--- src/rtl/score_keeper.sv ---
// Pong point tracker: converts miss pulses into per-player scores, holds a timed
// serve pause after each point and flags the end of the game with its winner.
module score_keeper #(
    parameter int WIN_SCORE    = 7,
    parameter int PAUSE_CYCLES = 100_000_000,
    parameter int CNT_W        = 27
) (
    input  logic       clk,
    input  logic       reset,
    input  logic       start,
    input  logic       miss_left,
    input  logic       miss_right,
    output logic [2:0] Lscore,
    output logic [2:0] Rscore,
    output logic       ball_reset,
    output logic       serve_dir,
    output logic       game_over,
    output logic       winner,
    output logic [1:0] dbg_state
);

    typedef enum logic [1:0] {
        IDLE  = 2'd0,
        PLAY  = 2'd1,
        PAUSE = 2'd2,
        OVER  = 2'd3
    } state_t;

    localparam logic [2:0]       WIN        = 3'(WIN_SCORE);
    localparam logic [CNT_W-1:0] PAUSE_LAST = CNT_W'(PAUSE_CYCLES - 1);

    state_t           state, state_nx;
    logic [CNT_W-1:0] cnt, cnt_nx;
    logic [2:0]       l_nx, r_nx;
    logic             sd_nx, go_nx, win_nx;

    always_comb begin
        state_nx = state;
        cnt_nx   = '0;
        l_nx     = Lscore;
        r_nx     = Rscore;
        sd_nx    = serve_dir;
        go_nx    = game_over;
        win_nx   = winner;
        case (state)
            IDLE: begin
                l_nx = 3'd0;
                r_nx = 3'd0;
                if (start) state_nx = PLAY;
            end
            PLAY: begin
                // A simultaneous double miss is replayed without scoring.
                if (miss_left && miss_right) begin
                    state_nx = PAUSE;
                end else if (miss_right) begin
                    l_nx  = Lscore + 3'd1;
                    sd_nx = 1'b1;
                    if (l_nx == WIN) begin
                        state_nx = OVER;
                        go_nx    = 1'b1;
                        win_nx   = 1'b0;
                    end else begin
                        state_nx = PAUSE;
                    end
                end else if (miss_left) begin
                    r_nx  = Rscore + 3'd1;
                    sd_nx = 1'b0;
                    if (r_nx == WIN) begin
                        state_nx = OVER;
                        go_nx    = 1'b1;
                        win_nx   = 1'b1;
                    end else begin
                        state_nx = PAUSE;
                    end
                end
            end
            PAUSE: begin
                if (cnt == PAUSE_LAST) state_nx = PLAY;
                else                   cnt_nx   = cnt + 1'b1;
            end
            OVER: begin
                // serve_dir is left untouched so the loser serves first.
                if (start) begin
                    l_nx     = 3'd0;
                    r_nx     = 3'd0;
                    go_nx    = 1'b0;
                    state_nx = PAUSE;
                end
            end
            default: state_nx = IDLE;
        endcase
    end

    always_ff @(posedge clk) begin
        if (reset) begin
            state      <= IDLE;
            cnt        <= '0;
            Lscore     <= 3'd0;
            Rscore     <= 3'd0;
            ball_reset <= 1'b1;
            serve_dir  <= 1'b0;
            game_over  <= 1'b0;
            winner     <= 1'b0;
        end else begin
            state      <= state_nx;
            cnt        <= cnt_nx;
            Lscore     <= l_nx;
            Rscore     <= r_nx;
            ball_reset <= (state_nx != PLAY);
            serve_dir  <= sd_nx;
            game_over  <= go_nx;
            winner     <= win_nx;
        end
    end

    assign dbg_state = state;

endmodule
--- config.mk ---
export PLATFORM = sky130hd
export DESIGN_NAME = score_keeper
export DESIGN_NICKNAME = d
export VERILOG_FILES = /design/src/rtl/score_keeper.sv
export SDC_FILE = /design/constraint.sdc
export NUM_CORES = 1
export LEC_CHECK = 0
export ABC_AREA = 1
export BUFFER_PORTS_ARGS = -buffer_cell sky130_fd_sc_hd__buf_2
export CAP_MARGIN = 40
export CORE_ASPECT_RATIO = 1.75
export CORE_UTILIZATION = 25
export CTS_CLUSTER_DIAMETER = 200
export DETAILED_ROUTE_END_ITERATION = 10
export PLACE_DENSITY_LB_ADDON = 0.3
export SKIP_CTS_REPAIR_TIMING = 1
export SLEW_MARGIN = 20
export SYNTH_ARGS = -nofsm -noshare
export SYNTH_HDL_FRONTEND = slang
export SYNTH_SLANG_ARGS = --single-unit
--- constraint.sdc ---
create_clock -name clk -period 3.01 [get_ports clk]
set_input_delay 0.301 -clock clk [delete_from_list [all_inputs] [get_ports clk]]
set_output_delay 0.301 -clock clk [all_outputs]
set_load 0.1 [all_outputs]
=== Yosys cells after proc, flatten, opt, wreduce, memory -nomap -nowiden ===
Index checks and enable logic that the tools add are counted.

* Register bits after elaboration: 39

* Multiplexer cells: 28
* $add $sub $neg: 3
* Bitwise gates (word level): 2
* Reduce and logical (&&, ||, !) cells: 12
* Equal/unequal tests: 16

{| class="wikitable"
|+ Operator list
! operator !! number
|-
| $add 27x1->27 const B || 1
|-
| $eq 27x27->1 const B || 1
|-
| $mux 3 || 6
|-
| $pmux 3 s3 || 2
|-
| $mux 1 || 12
|-
| $mux 2 || 6
|-
| $ne 2x2->1 const B || 5
|-
| $reduce_and 5->1 || 2
|-
| $ne 3x3->1 const B || 3
|-
| $pmux 2 s4 || 1
|-
| $add 3x1->3 const B || 2
|-
| $eq 3x3->1 const B || 2
|-
| $reduce_and 6->1 || 1
|-
| $reduce_bool 2->1 || 3
|-
| $eq 2x2->1 const B || 2
|-
| $ne 2x1->1 const B || 2
|-
| $reduce_and 4->1 || 1
|-
| $reduce_and 3->1 || 1
|-
| $reduce_bool 3->1 || 1
|-
| $reduce_or 3->1 || 1
|-
| $eq 2x1->1 const B || 1
|-
| $logic_not 2->1 || 1
|-
| $not 1->1 || 2
|-
| $pmux 1 s2 || 1
|-
| $logic_and 1x1->1 || 1
|}

=== Longest topological paths before layout ===
Gate-level depths: netlist of the first run.

* Word-level depth: 8
* Gate-level depth with buffers: 9
* Depth with buffers taken out: 9

=== Worst setup path before layout of the first run ===
Ideal clock, no wire load.

* Path type: reg-to-reg
* Start point: reg state[1], in the netlist dbg_state[1]
* End point: reg Lscore[1]
* Required time: 2.892 ns
* Path buffers: 0
* Arrival time: 2.009 ns
* Setup time: 0.118 ns
* Path slack: 0.883 ns
* Cell stages (with the launch flop): 8
* Clock period less this slack: 2.127 ns
* Path through: dfxtp_1 > inv_1 > nand2_4 > nor2_1 > nor3_2 > o21ai_0 > o21ai_0 > nor2_1

* Cells in the longest elaborated chain, start to end: 3

{| class="wikitable"
|+ Ends and longest elaborated chain
! item !! line !! RTL
|-
| start: declaration || 32 || <nowiki>state_t state, state_nx;</nowiki>
|-
| start signal: assignment || 105 || <nowiki>state <= state_nx;</nowiki>
|-
| $eq 2x1->1, or another cell as far along || 45 || <nowiki>case (state)</nowiki>
|-
| $ne 2x2->1 (no line) or $reduce_bool 3->1 (tied branches) || - ||
|-
| $reduce_and 4->1 (no line) || - ||
|-
| end signal: assignment || 107 || <nowiki>Lscore <= l_nx;</nowiki>
|-
| end: declaration || 13 || <nowiki>output logic [2:0] Lscore,</nowiki>
|}

Several ways; a longest one is shown, not always the timed one.
A chain may end at the register's enable or synchronous reset.

=== Worst setup path in the final report of the first run ===
* Start point: reg cnt[0]
* End point: reg cnt[18]

* Cells in the longest elaborated chain, start to end: 2

{| class="wikitable"
|+ Ends and longest elaborated chain
! item !! line !! RTL
|-
| start: declaration || 33 || <nowiki>logic [CNT_W-1:0] cnt, cnt_nx;</nowiki>
|-
| start signal: assignment || 106 || <nowiki>cnt <= cnt_nx;</nowiki>
|-
| parallel branches: the longest is 2 deep, another holds $add 27x1->27 || - ||
|}

Parallel ways; which one is timed is not known.

==> results.toml, run 1 <==
[final_layout]
synthToLayoutAreaGrowth_pct = 15.7
drive_above_1_share_pct = 19.2
fin_util_pct = 30.2
n_antenna_cell = 0
layout.nets = 350
final.fill_count = 995
multi_input_area_sq_um = 1320
seq_area_sq_um = 781

[sta]
relSlewSlack_pct = 67.6
fmax_mhz = 570
fin_crit_sh_pct = 58.3
drv_slew = 0
period_needed_ns = 1.75
finClkSkew_ns = 0.00312
finalSetupTns_ns = 0
tightestPinTransition_ns = 0.489
rsz0062_at_grt = "no"
finalHoldViolations = 0
setup_violations = 0

[logic_synthesis]
synthAdderAreaFrac_pct = 3.82
async_flop_share_pct = 0
synth_edf_count = 0
synth_nets = 329
synth.avg_cell_area_sq_um = 7.23
synth-simple-area-share_pct = 39.2
netlist.area_leader.share_pct = 34.1
ys_seq_area_share_pct = 34.1
synthFlopType = "dfxtp_1"
synth_top_family_by_area = "simple AND/OR/NAND/NOR gates"
yosys.area.top_type = "dfxtp_1"
yosys-mux-area-fraction_pct = 0
ys_top_cells_by_area = "dfxtp_1, nand2_1, nor2_1"
syn_area_sq_um = 2290
ys_seq_elements = 39
yosys_warnings = 0
synth_compound_area_share_pct = 11.7
ys_types = 32
synth_commonest_cells = "nand2_1, nor2_1, dfxtp_1, inv_1, nand3_1"
yosysMostFrequentCell = "nand2_1"
yosys.area_share.xor_xnor_pct = 2.68
netlist_instances = 317

[job]
cap_viol_max_count = 0

[setup_path]
critPathMaxFanout = 27
rrSetupSlack_ns = 1.26
max_stage_delay_ns = 0.42
worstSetupEndpointType = "flip-flop"
cp.depth = 8
r2r_cells = 8
startpoint_type = "flip-flop"
worstPathCellList = "ha_1, nand2_2, nor2_8, nand2_4, nor2_2, nand2_2, nand3_4, nor2_1"
path_common_cell = "nand2_2"
cp-endpoint = "cnt[18]"
critPathBufInv = 0
setup.worst_path.start = "cnt[0]"
crit_arrival_ns = 1.91
r2r_end = "cnt[18]"
slowest_stage = "dfxtp_1"
r2r-start = "cnt[0]"
path_class = "reg2reg"
required_ns = 3.16
cp_top_family = "simple AND/OR/NAND/NOR gates"

[clock_tree]
cts_made_buffers = 5
clock_sinks = 39
htreeDepth = 2
path_clk_slew_ns = 0.06
cts_buffer_depth = 2
clk_latency_ns = 0.28
clock-root-buffer = "clkbuf_16"
cts_tree = "built"

[routing]
drt-total-wl_um = 5630
num_vias = 2054
vias_per_cell = 4.50
wl_per_cell_um = 12.3
drtIter0Drc = 104
post-route-drc-count = 0
firstDrtPassIters = 4
antenna_left = 0

[power]
ir_drop_mv = 0.261
p_leak_nw = 0.900
p_per_area_nw_per_um2 = 519

[place]
io_buffers = 16
hpwl_um = 4470
gp_congestion = 0.815

[floorplanning]
die_area_sq_um = 9570
rows = 45
core_area_sq_um = 8780
io_pins = 17
start_util_pct = 26.1
die_h_um = 129
dieWidth_um = 74.4

[global_route]
grt_max_degree = 28
grt_pass1_vias = 2058
grt_usage_pct = 13.1
gr-total-overflow = 0
grt_pass1_wl_um = 9610
antenna_found_initial = 0

[status]
status = "complete, no violations"

[worst_hold_path]
worstHoldPathType = "in2reg"
[placed cells by master (no fill, tap or decap)]
cell type | synthesis | layout
dfxtp_1 | 39 | 39
a21oi_1 | 13 | 13
nor3_1 | 8 | 8
clkbuf_8 | 0 | 1
nand3_2 | 1 | 1
nor3b_2 | 1 | 1
xor2_1 | 4 | 4
o221a_2 | 1 | 1
nor2_8 | 1 | 1
inv_1 | 39 | 39
xnor2_1 | 3 | 3
ha_1 | 7 | 7
buf_2 | 0 | 16
o31ai_1 | 2 | 2
a21oi_2 | 11 | 11
o21ai_0 | 10 | 10
inv_2 | 2 | 2
nor3_2 | 4 | 4
a41oi_1 | 1 | 1
nor2_2 | 8 | 8
nand4_1 | 12 | 12
nor2_1 | 41 | 41
a31oi_1 | 1 | 1
nand3_4 | 1 | 1
a211oi_1 | 1 | 1
clkbuf_16 | 0 | 5
o21ai_2 | 1 | 1
nand3_1 | 17 | 17
nand2_2 | 5 | 5
nand3b_1 | 5 | 5
nor2_4 | 3 | 3
bufinv_16 | 0 | 1
or2_0 | 1 | 1
nand2_1 | 70 | 70
clkinv_2 | 0 | 1
nand2_4 | 2 | 2
[metrics by stage]
stage                     setup slack [ns]  hold slack [ns]  power, mW  cell area [sq um]  cells
after global placement                1.28            0.446      0.764               2480    448
after CTS                             1.24            0.300       1.39               2650    456
after floorplan                      0.883            0.370      0.732               2290    317
final                                 1.26            0.303       1.38               2650    456
after global routing                  1.07            0.301       1.43               2650    456
after detailed placement              1.25            0.451      0.766               2480    448
[sequential cells by signal, summed over array words and instances (netlist names)]
register    count
ball_reset      1
winner          1
dbg_state       2
game_over       1
Rscore          3
serve_dir       1
cnt            27
Lscore          3
[power by group]
group	internal (mW)	switching [mW]
sequential	0.531	0.0165
combinational	0.0378	0.167
clock	0.412	0.212
[worst register-to-register path, cell delays in order, from the launching register on]
cell and delay (ns):
dfxtp_1 0.42, ha_1 0.21, nand2_2 0.10, nor2_8 0.16, nand2_4 0.10, nor2_2 0.12
nand2_2 0.08, nand3_4 0.33, nor2_1 0.10
[layer usage]
metal	share of wire (%)	vias to the layer above	global-route usage [%]
met4	2.8	0	4.99
met5	0	-	0
met3	2.2	9	2.11
li1	-	1072	-
met1	38	943	13.4
met2	57	30	25.4
[cell type report]
class                   instances  area share [%]
multi-input cells             235            49.6
clock buffers                   6            5.24
inverters                      41            5.80
clock inverters                 2            1.32
well taps                     117            5.52
flip-flops and latches         39            29.4
repair buffers                 16            3.02
[how the worst min path moves through the flow]
stage | startpoint | endpoint | slack (ns) | depth (start not counted)
2_1_floorplan | reset | winner | 0.37 | 1
3_3_place_gp | winner | winner | 0.45 | 2
3_5_place_dp | winner | winner | 0.45 | 2
4_1_cts | reset | winner | 0.30 | 2
5_1_grt | reset | winner | 0.30 | 2
6_report | reset | winner | 0.30 | 2
[cell families after synthesis]
group,count (synthesis)
and+or+nand+nor,180
AOI/OAI and AO/OA,41
buffers and inverters,43
adders and majority gates,7
xor gates and xnor gates,7
DFF,39
Note: power is estimated with default switching activity, not from simulation.
==> run 2: changes to the inputs <==
- clock period: 3.01 -> 1.5 ns (I/O delays scaled with it)
==> run 2 against run 1 <==
Compared with the run above:
- via count up 5.7%
- combinational power up 120%
- core utilization up 3.6 points
- wire length up 9.6%
- largest power group is now sequential cells
- count of clock-buffer cells in the layout up 1
- worst hold slack worse by 0.17 ns
- register-to-register slack worse by 1.2 ns
- maximum frequency up 20%
==> results.toml, run 2 (synthesis gave the netlist of run 1 again) <==
[setup_path]
required_ns = 1.67
startpoint_type = "flip-flop"
critPathMaxFanout = 6
cp-endpoint = "cnt[14]"
crit_arrival_ns = 1.64
rrSetupSlack_ns = 0.03
r2r_end = "cnt[14]"
r2r-start = "cnt[1]"
setup.worst_path.start = "cnt[1]"
r2r_cells = 9
worstSetupEndpointType = "flip-flop"
path_class = "reg2reg"

[power]
p_leak_nw = 1.07
comb_power_share_pct = 17.7
p_sw_share_pct = 30.9
ir_drop_mv = 0.678
p_per_area_nw_per_um2 = 875
power.net_switching_mw = 0.802
internal_power_mw = 1.79
seqPwrFrac_pct = 42.5
p_clk_share_pct = 39.8

[floorplanning]
die_h_um = 129
core_area_sq_um = 8780
die_area_sq_um = 9570
rows = 45
io_pins = 17
start_util_pct = 26.1
dieWidth_um = 74.4

[global_route]
antenna_found_initial = 0
grt_max_degree = 16
gr-total-overflow = 0
grt_pass1_wl_um = 10000
grt_usage_pct = 13.9
grt_pass1_vias = 2174

[place]
io_buffers = 16
gp_congestion = 0.844
hpwl_um = 4720

[sta]
setup_violations = 0
finClkSkew_ns = 0.00349
fin_crit_sh_pct = 97.7
period_needed_ns = 1.47
rsz0062_at_grt = "yes"
relSlewSlack_pct = 67.6
fmax_mhz = 682
tightestPinTransition_ns = 0.490
drv_slew = 0
whs_ns = 0.134
finalHoldViolations = 0

[clock_tree]
htreeDepth = 2
clk_latency_ns = 0.29
cts_made_buffers = 5
cts_tree = "built"
path_clk_slew_ns = 0.06
cts_buffer_depth = 2
clock-root-buffer = "clkbuf_16"
clock_sinks = 39

[final_layout]
largest_reg_flops = 27
multi_input_area_sq_um = 1440
final_cell_mix = "nand2_1, inv_1, nor2_1"
layout_commonest_cell = "nand2_1"
synthToLayoutAreaGrowth_pct = 29.5
n_antenna_cell = 0
largest_register = "cnt"
final.fill_count = 954
drive_above_1_share_pct = 31.7
layout.nets = 368
fin_util_pct = 33.8
seq_area_sq_um = 811
reg_top3 = "cnt: 27 flops, Lscore: 3 flops, Rscore: 3 flops"

[routing]
routed-wl-met3_um = 153
firstDrtPassIters = 4
num_vias = 2172
vias_per_cell = 4.58
wl_met2_um = 3540
drt-total-wl_um = 6170
wl_per_cell_um = 13.0
highest_layer = "met4"
met1_length_um = 2210
antenna_left = 0
drtIter0Drc = 123
post-route-drc-count = 0

[worst_hold_path]
worstHoldPathType = "in2reg"
whs_path_depth = 2

[job]
cap_viol_max_count = 0

[status]
status = "complete, no violations"
[run 2: cell types whose count changed in the layout (fill, tap and decap cells not counted), moves of 5 or more]
cell	previous run	this run
dfxtp_4	0	6
dfxtp_1	39	27
buf_4	0	14
dfxtp_2	0	6
nor2_1	41	36
nor2_4	3	8
[run 2: how the worst min path moves through the flow]
stage / start / endpoint / slack [ns]
CTS: reset / Rscore[1] / 0.14
global placement: reset / Rscore[1] / 0.44
floorplan: reset / Lscore[1] / 0.21
detailed placement: reset / Lscore[1] / 0.45
global route: reset / dbg_state[1] / 0.16
finish: reset / dbg_state[0] / 0.13
[run 2: layout make-up]
| cell class | instances | share of cell area (%) |
|---|---|---|
| clock buffer | 7 | 4.47 |
| clock inverter | 1 | 0.169 |
| inverter | 41 | 5.19 |
| multi-input combinational | 235 | 48.7 |
| sequential | 39 | 27.3 |
| tap | 117 | 4.93 |
| timing repair buffer | 34 | 9.27 |
[run 2: routing by layer]
metal | vias up | global-route usage [%]
li1 | 1112 | -
met1 | 1002 | 13.2
met2 | 40 | 26.1
met3 | 18 | 2.27
met4 | 0 | 8.99
met5 | - | 0
[run 2: power by group through the flow]
stage	Clock (mW)	Combinational, mW	Sequential (mW)
2_1_floorplan	0	0.143	1.33
3_3_place_gp	0	0.433	1.12
3_5_place_dp	0	0.435	1.12
4_1_cts	1.07	0.436	1.10
5_1_grt	1.10	0.494	1.11
6_report	1.03	0.458	1.10
[run 2: critical path, cell delays in order (launching register included)]
cell and delay [ns]:
dfxtp_2 0.35, ha_4 0.15, nand2_4 0.07, nor2_8 0.14, nand2_4 0.09, nor2_4 0.11, nand2_4 0.07, nand3_4 0.15
clkbuf_16 0.19, a21oi_2 0.03
[run 2: stage by stage]
step	power, mW	std cells	TNS (ns)	instance area, sq um	worst slack (ns)
floorplan	1.47	317	0	2320	0.00853
global placement	1.56	461	-0.00370	2630	-0.00370
detailed placement	1.56	461	0	2630	0.00581
CTS	2.61	469	-0.0208	2760	-0.0171
global route	2.70	474	-0.552	2970	-0.0561
finish	2.60	474	0	2970	0.0342
==> run 3: changes to the inputs <==
- REMOVE_ABC_BUFFERS: unset -> 1
==> run 3 against run 2 <==
Compared with the run above:
- critical path depth unchanged
- maximum frequency about the same
- setup slack better by 0.00079 ns
- worst hold slack worse by 0.0030 ns
- power up 0.20%
- critical path type unchanged
- critical endpoint unchanged
- largest power group unchanged
==> results.toml, run 3 (synthesis gave the netlist of run 1 again) <==
[clock_tree]
clock-root-buffer = "clkbuf_16"
cts_tree = "built"
cts_made_buffers = 5
clock_sinks = 39
cts_buffer_depth = 2
clk_latency_ns = 0.28
htreeDepth = 2
path_clk_slew_ns = 0.06

[sta]
rsz0062_at_grt = "yes"
tightestPinTransition_ns = 0.487
finalHoldViolations = 0
finClkSkew_ns = 0.00432
fin_crit_sh_pct = 97.7
drv_slew = 0
fmax_mhz = 683
period_needed_ns = 1.47
whs_ns = 0.131
setup_violations = 0
relSlewSlack_pct = 67.7

[routing]
post-route-drc-count = 0
drtIter0Drc = 71
wl_per_cell_um = 13.4
drt-total-wl_um = 6510
firstDrtPassIters = 4
antenna_left = 0
vias_per_cell = 4.62
num_vias = 2243

[place]
gp_congestion = 0.888
hpwl_um = 4870
io_buffers = 16
dp.cells = 470

[status]
status = "complete, no violations"

[setup_path]
r2r_cells = 9
required_ns = 1.66
crit_arrival_ns = 1.63
path_class = "reg2reg"
worstSetupEndpointType = "flip-flop"
startpoint_type = "flip-flop"
critPathMaxFanout = 6

[global_route]
gr-total-overflow = 0
grt_pass1_vias = 2201
grt_max_degree = 16
antenna_found_initial = 0
grt_pass1_wl_um = 10000
grt_usage_pct = 13.9

[worst_hold_path]
worstHoldPathType = "in2reg"
whs_path_depth = 2

[final_layout]
synthToLayoutAreaGrowth_pct = 30.8
drive_above_1_share_pct = 32.6
layout.nets = 379
n_antenna_cell = 0
final_cell_mix = "nand2_1, nor2_1, inv_1"
layout_commonest_cell = "nand2_1"
seq_area_sq_um = 793
reg_top3 = "cnt: 27 flops, Lscore: 3 flops, Rscore: 3 flops"
fin_cells = 485
largest_register = "cnt"
multi_input_area_sq_um = 1410
final.fill_count = 972
largest_reg_flops = 27

[job]
cap_viol_max_count = 0

[floorplanning]
io_pins = 17
rows = 45
core_area_sq_um = 8780
die_h_um = 129
die_area_sq_um = 9570
start_util_pct = 26.1
dieWidth_um = 74.4

[power]
p_per_area_nw_per_um2 = 868
p_leak_nw = 1.09
ir_drop_mv = 0.458
-- run 3: cell types whose count changed in the layout (fill, tap and decap cells not counted), moves of 2 or more --
cell,delta
nand2_2,+2
nor2_4,-2
nor2_1,+3
buf_4,+11
dfxtp_2,+4
dfxtp_1,+2
dfxtp_4,-6
-- run 3: worst max-delay path: stages (launching register included) --
cell and delay, ns:
dfxtp_2 0.35, ha_4 0.15, nand2_4 0.07, nor2_8 0.14, nand2_4 0.09, nor2_4 0.08, nand2_2 0.08, nand3_4 0.15
clkbuf_16 0.18, a21oi_2 0.04
-- run 3: area by class of cell --
class / instances / area share (%)
flip-flops and latches: 39 / 26.5
clock inverters: 1 / 0.167
inverters: 41 / 5.14
multi-input cells: 235 / 47.0
clock buffers: 7 / 4.43
well taps: 117 / 4.89
repair buffers: 45 / 11.9
-- run 3: through the flow --
step	power [mW]	utilization, %	setup WS (ns)	area, sq um	TNS (ns)
5_1_grt	2.71	34.1	-0.0550	3000	-0.596
4_1_cts	2.62	31.9	-0.00359	2810	-0.00486
6_report	2.60	34.1	0.0350	3000	0
3_3_place_gp	1.57	30.4	0.0450	2670	0
2_1_floorplan	1.46	-	-0.627	2250	-20.71
3_5_place_dp	1.57	30.4	0.000974	2670	0
-- run 3: power breakdown --
part,switching (mW),leakage [nW],internal [mW]
Combinational,0.346,0.704,0.118
Clock,0.422,0.0679,0.615
Sequential,0.0315,0.321,1.07
-- run 3: worst paths after layout --
path / start / endpoint / slack (ns)
setup reg to reg: cnt[1] / cnt[14] / 0.03
hold / removal: reset / winner / 0.13
hold reg to reg: winner / winner / 0.46
setup / recovery: cnt[1] / cnt[14] / 0.03
-- run 3: layer usage --
metal / vias to the layer above / share of wire (%) / GRT usage, %
met5: - / 0 / 0
met4: 0 / 4.6 / 9.21
met3: 18 / 2.4 / 2.43
met2: 43 / 57 / 26.6
met1: 1054 / 36 / 12.6
li1: 1128 / - / -
